===== src/rtl/serial_subtractor.sv =====
// Bit-serial subtractor: diff = (A - B - Bin) mod 2^WIDTH, one bit per clock, LSB first.
// Optional signed-overflow output is enabled by defining SERIAL_SUB_OVF_EN.
module serial_subtractor #(
  parameter int WIDTH = 4
) (
  input  logic             clk,
  input  logic             rst,
  input  logic             start,
  input  logic [WIDTH-1:0] A,
  input  logic [WIDTH-1:0] B,
  input  logic             Bin,
  output logic             busy,
  output logic             done,
  output logic [WIDTH-1:0] diff,
  output logic             bout
`ifdef SERIAL_SUB_OVF_EN
  ,
  output logic             ovf
`endif
);

  localparam int CNT_W = (WIDTH > 1) ? $clog2(WIDTH) : 1;

  typedef enum logic [1:0] {
    IDLE  = 2'd0,
    SHIFT = 2'd1,
    DONE  = 2'd2
  } state_t;

  state_t             state, state_next;
  logic [WIDTH-1:0]   sa, sb, wr;
  logic               br;
  logic [CNT_W-1:0]   cnt;

  logic               d_bit;
  logic               br_next;
  logic               last_bit;
  logic [WIDTH-1:0]   wr_next;

  // Full-subtractor cell on the current LSBs
  assign d_bit    = sa[0] ^ sb[0] ^ br;
  assign br_next  = (~sa[0] & sb[0]) | (~(sa[0] ^ sb[0]) & br);
  assign last_bit = (cnt == CNT_W'(WIDTH - 1));
  assign wr_next  = {d_bit, wr[WIDTH-1:1]};

  assign busy = (state == SHIFT);
  assign done = (state == DONE);

  always_ff @(posedge clk) begin
    if (rst) state <= IDLE;
    else     state <= state_next;
  end

  always_comb begin
    state_next = state;
    case (state)
      IDLE:    if (start) state_next = SHIFT;
      SHIFT:   if (last_bit) state_next = DONE;
      DONE:    state_next = IDLE;
      default: state_next = IDLE;
    endcase
  end

  always_ff @(posedge clk) begin
    if (rst) begin
      sa   <= '0;
      sb   <= '0;
      wr   <= '0;
      br   <= 1'b0;
      cnt  <= '0;
      diff <= '0;
      bout <= 1'b0;
`ifdef SERIAL_SUB_OVF_EN
      ovf  <= 1'b0;
`endif
    end else begin
      case (state)
        IDLE: begin
          if (start) begin
            sa  <= A;
            sb  <= B;
            br  <= Bin;
            cnt <= '0;
          end
        end
        SHIFT: begin
          sa  <= sa >> 1;
          sb  <= sb >> 1;
          br  <= br_next;
          wr  <= wr_next;
          cnt <= cnt + 1'b1;
          if (last_bit) begin
            diff <= wr_next;
            bout <= br_next;
`ifdef SERIAL_SUB_OVF_EN
            // On the last bit sa[0]/sb[0] hold the original operand MSBs
            ovf  <= (sa[0] ^ sb[0]) & (sa[0] ^ d_bit);
`endif
          end
        end
        default: ;
      endcase
    end
  end

endmodule

===== config.mk =====
export PLATFORM = sky130hd
export DESIGN_NAME = serial_subtractor
export DESIGN_NICKNAME = d
export VERILOG_FILES = /design/src/rtl/serial_subtractor.sv
export SDC_FILE = /design/constraint.sdc
export NUM_CORES = 1
export LEC_CHECK = 0
export BUFFER_PORTS_ARGS = -buffer_cell sky130_fd_sc_hd__buf_2
export CAP_MARGIN = 10
export CORE_MARGIN = 5
export CORE_UTILIZATION = 52
export DETAILED_ROUTE_END_ITERATION = 6
export GPL_TIMING_DRIVEN = 0
export PLACE_DENSITY = 0.76
export SYNTH_ARGS = -nofsm -noshare
export SYNTH_HDL_FRONTEND = slang
export SYNTH_SLANG_ARGS = --single-unit

===== constraint.sdc =====
create_clock -name clk -period 1.5 [get_ports clk]
set_input_delay 0.075 -clock clk [delete_from_list [all_inputs] [get_ports clk]]
set_output_delay 0.075 -clock clk [all_outputs]
set_load 0.02 [all_outputs]

==> metrics.txt, run 1 <==
Worst setup EP type output pin; Net Sw Frac 25.6%; Root Driver clkbuf_4; endpoints failing setup 0; layout cell share with drive strength beyond 1 32.5%; GR Util All Layers 15.9%; Comb pwr share 16.7%; synthesized flop and latch total 21; Largest delay share family, worst path flip-flops; crit start category flip-flop; Max Root-Sink Buffers 2; Unique masters post-synth 22; Least-Margin Pin Slew 0.706 ns; CTS Buf Count 3; flop2flop setup slack 0.20 ns; Starting Density 54.6%; most frequent cells in the layout dfxtp_1, buf_2, nor2_1; cell row count 15; Fillers 155; CP arrival 1.27 ns; DRC 0; Final min period 1.35 ns; largest net degree at the start of global routing 12; CTS sink count 21; Die W 52.6 µm; I/O Buffers 18; TritonRoute pass-1 iters 4; vias in the first global route 735; CP max FO 10; worst slack, placed 0.217 ns; fmax 743 MHz; sum of negative setup slack 0 ns; Worst Setup Path Type flip-flop to output pin; via/cell ratio 5.03; Min Hold Slack 0.0197 ns; most common cell after layout, fill and taps aside dfxtp_1; Bufs and invs on worst path 2; IO Pins 19; Hold Vio Cnt, Final 0; Post-DRT Antenna Nets 0; Worst-Skew Late Latency 0.30 ns; DR vias 699; sequential fraction of the synthesis area 44.6%; Clock Skews 0.00648 ns; Syn. warnings 0; Final Max Slew Viols 0; global route overflow 0; die height 52.6 µm; number of antenna diodes 0; synthesized area per cell 10.4 µm²; Leakage 0.459 nW; clock slew at reported path FFs 0.10 ns; sequential fraction of design power 58.4%; Syn Std Cell Area 942 µm²; CTS tree yes; Power Dens Cells 947 nW/µm²; fin crit share 89.7%; Crit-path slowest cell dfxtp_1; Synth Net Count 105; Clock power frac 24.9%; Sw Pwr 0.267 mW; Worst slew margin 53.0%; run status complete, no violations; Final nets 129; CORE AREA 1730 µm²; Worst Path Required 1.42 ns; Max Cap Violations 0; RSZ-0062 raised after global routing false; CP Cell Sequence nor2b_2 -> buf_6 -> buf_2; total power 1.04 mW; die outline area 2760 µm²; antenna violations before repair 0; max incr delay on CP 0.43 ns; first-pass GRT wire length 3220 µm; Total Wirelength 1800 µm; final setup margin 0.155 ns; Initial DRC Count 10; CTS resizes 0; RePlAce Congestion 0.729; H-tree lvl count 1; Layout area overhead 16.7%; cell internal pwr 0.775 mW; HP Class input pin to flip-flop; Peak supply drop 0.445 mV; Detail Placement HPWL 1310 µm; drt wl/cell 13.0 µm; Synth Instances 91
path summary, 6_finish.rpt:
kind                                       startpoint                    to  cells past startpoint
worst max-delay path            state[0]$_SDFFE_PP0P_                  busy                      3
worst min register to register   diff[0]$_SDFFE_PP0P_  diff[0]$_SDFFE_PP0P_                      2
worst min-delay path                             B[3]    sb[3]$_SDFFE_PP0P_                      3
worst max register to register    cnt[0]$_SDFFE_PP0P_  diff[3]$_SDFFE_PP0P_                      4
Yosys cell counts, drive strengths merged:
library cell | instances | area [µm²]
inv | 4 | 15.0
buf | 3 | 42.5
nand2 | 4 | 15.0
a21oi | 5 | 25.0
o21ba | 1 | 16.3
a211oi | 8 | 100
nand3b | 1 | 7.51
nor2 | 16 | 67.6
nor3b | 1 | 7.51
nor2b | 2 | 15.0
clkbuf | 2 | 7.51
nor3 | 2 | 10.0
dfxtp | 21 | 420
fa | 1 | 20.0
mux2i | 11 | 110
o21bai | 1 | 7.51
a22oi | 3 | 22.5
nand3 | 4 | 20.0
ha | 1 | 12.5
power by group through the flow:
stage          Clock (mW)  Combinational, mW  Sequential, mW
3_3_place_gp            0              0.167           0.620
6_report            0.260              0.174           0.608
3_5_place_dp            0              0.173           0.621
2_1_floorplan           0              0.133           0.617
4_1_cts             0.273              0.176           0.609
5_1_grt             0.291              0.198           0.613
state kept, by name, summed over array words and instances, names as in the netlist:
| name | cells |
|---|---|
| bout | 1 |
| sa | 4 |
| sb | 4 |
| br | 1 |
| diff | 4 |
| state | 2 |
| wr | 3 |
| cnt | 2 |
cells by family after synthesis:
kind of cell             count (synthesis)  synth area share, %
flip-flops                              21                 44.6
multiplexers                            11                 11.7
AO/OA/AOI/OAI                           18                 18.2
AND/OR/NAND/NOR                         30                 15.1
adder cells (fa/ha/maj)                  2                 3.45
buffers and inverters                    9                 6.91
layer usage:
metal  up-vias  share of wire (%)  wire length (µm)  GRT usage [%]
met2        10                 46               822           25.6
li1        363                  -                 -              -
met4         0                2.2                40           6.38
met5         -                  0                 0              0
met3         5                2.8                51           2.56
met1       321                 49               887           20.9
worst min-delay path, delay by kind of cell:
kind | cells | cell delay (ns)
buffers and inverters | 1 | 0.08
and+or+nand+nor | 1 | 0.07
AOI/OAI and AO/OA | 1 | 0.06
timing repair:
| action | in CTS | in global routing |
|---|---|---|
| buffers inserted | 0 | 0 |
| hold buffers | 1 | 0 |
| hold endpoints to repair | 1 | 0 |
layout make-up:
class | instances | area [µm²] | share of cell area, %
well taps | 25 | 31.3 | 2.84
multi-input cells | 61 | 457 | 41.5
repair buffers | 19 | 100 | 9.10
inverters | 4 | 15.0 | 1.37
flip-flops and latches | 21 | 420 | 38.2
clock buffers | 4 | 26.3 | 2.39
plain buffers | 5 | 50.0 | 4.55
through the flow:
stage          util, %  cell area [µm²]  instances
2_1_floorplan        -              942         91
3_3_place_gp      61.6             1060        134
3_5_place_dp      61.6             1060        134
4_1_cts           63.7             1100        139
5_1_grt           63.7             1100        139
6_report          63.7             1100        139
Power figures use the tool's default switching activity.
==> run 2: changes to the inputs <==
HOLD_SLACK_MARGIN = 0.06   (was not set)
==> run 2 against run 1 <==
Global-route usage rose by 0.24 points. Routed wire length is 1.3% higher. Utilization rose by 1.2 points. Clock skew fell by 0.0016 ns. Clock power about the same.
==> metrics.txt, run 2 (synthesis gave the netlist of run 1 again) <==
run status complete, no violations; drt wl/cell 13.0 µm; met1 Use GR 20.9%; die outline area 2760 µm²; CTS resizes 0; RePlAce Congestion 0.729; number of antenna diodes 0; Peak supply drop 0.449 mV; GR Util All Layers 16.1%; clock slew at reported path FFs 0.10 ns; Die W 52.6 µm; TritonRoute pass-1 iters 4; antenna violations before repair 0; Worst-Skew Late Latency 0.30 ns; GR Layer Usage met3 2.56%; cell row count 15; most common cell after layout, fill and taps aside dfxtp_1; layout cell share with drive strength beyond 1 31.9%; global route overflow 0; Worst Setup Path Type flip-flop to output pin; most frequent cells in the layout dfxtp_1, buf_2, nor2_1; Largest regs diff x4, sa x4, sb x4; first-pass GRT wire length 3260 µm; CTS sink count 21; Worst Path Required 1.42 ns; Hold Vio Cnt, Final 0; Max Cap Violations 0; fmax 743 MHz; HP Class input pin to flip-flop; Root Driver clkbuf_4; Final Max Slew Viols 0; via/cell ratio 5.04; Setup Fix Bufs, Post-CTS 0; Layout area overhead 18.9%; endpoints failing setup 0; Min Hold Slack 0.117 ns; Final min period 1.35 ns; RSZ-0062 raised after global routing false; Least-Margin Pin Slew 0.704 ns; Initial DRC Count 6; Worst slew margin 53.1%; GR Util met2 26.4%; Total Wirelength 1830 µm; DR vias 710; crit start category flip-flop; IO Pins 19; CP max FO 10; Starting Density 54.6%; CTS tree yes; Post-DRT Antenna Nets 0; vias in the first global route 742; Design Area, Final 1120 µm²; final cell count without fillers 141; Final nets 131; die height 52.6 µm; largest net degree at the start of global routing 12; final core area utilization 64.9%; DRC 0; CORE AREA 1730 µm²; CTS Buf Count 3; hold_buf cts 3; I/O Buffers 18; Clock Skews 0.00489 ns; Max Root-Sink Buffers 2; sum of negative setup slack 0 ns; cell count after placement 134; Worst setup EP type output pin; global routing's busiest layer met2; Detail Placement HPWL 1310 µm; CP arrival 1.27 ns; Power Dens Cells 933 nW/µm²; Leakage 0.468 nW; H-tree lvl count 1; DP Area 1060 µm²; fin crit share 89.7%
-- run 2: changes by cell type in the layout (fill, tap and decap cells not counted), sizes merged --
cell,before,now
dlygate4sd3,1,3
-- run 2: final cells by class --
type / instances / area [µm²]
fill: 152 / 607
multi-input combinational: 61 / 457
sequential: 21 / 420
timing repair buffer: 21 / 120
buffer: 5 / 50.0
tap: 25 / 31.3
clock buffer: 4 / 26.3
inverter: 4 / 15.0
-- run 2: where the power goes --
part | switching, mW | total, mW | leakage, nW | internal (mW)
combinational | 0.0905 | 0.178 | 0.281 | 0.0878
clock | 0.155 | 0.259 | 0.0150 | 0.104
sequential | 0.0209 | 0.608 | 0.172 | 0.587
total | 0.267 | 1.05 | 0.468 | 0.779
-- run 2: final timing paths --
kind	slack, ns	cells after the start	endpoint	from
max	0.15	3	busy	state[0]$_SDFFE_PP0P_
min	0.12	3	state[0]$_SDFFE_PP0P_	start
max reg2reg	0.21	4	diff[3]$_SDFFE_PP0P_	cnt[0]$_SDFFE_PP0P_
min reg2reg	0.46	2	diff[1]$_SDFFE_PP0P_	diff[1]$_SDFFE_PP0P_
-- run 2: critical path, stage by stage, from the launching register on --
cell and delay [ns]:
dfxtp_1 0.43, nor2b_2 0.21, buf_6 0.16, buf_2 0.17
-- run 2: layer usage --
metal | up-vias | routed length [µm]
met4 | 0 | 28
met1 | 332 | 881
met5 | - | 0
met2 | 9 | 865
li1 | 365 | -
met3 | 4 | 50
-- run 2: metrics by stage --
step	setup WS (ns)	power [mW]
2_1_floorplan	0.368	0.749
3_3_place_gp	0.232	0.786
3_5_place_dp	0.217	0.794
4_1_cts	0.136	1.06
5_1_grt	0.0765	1.11
6_report	0.154	1.05
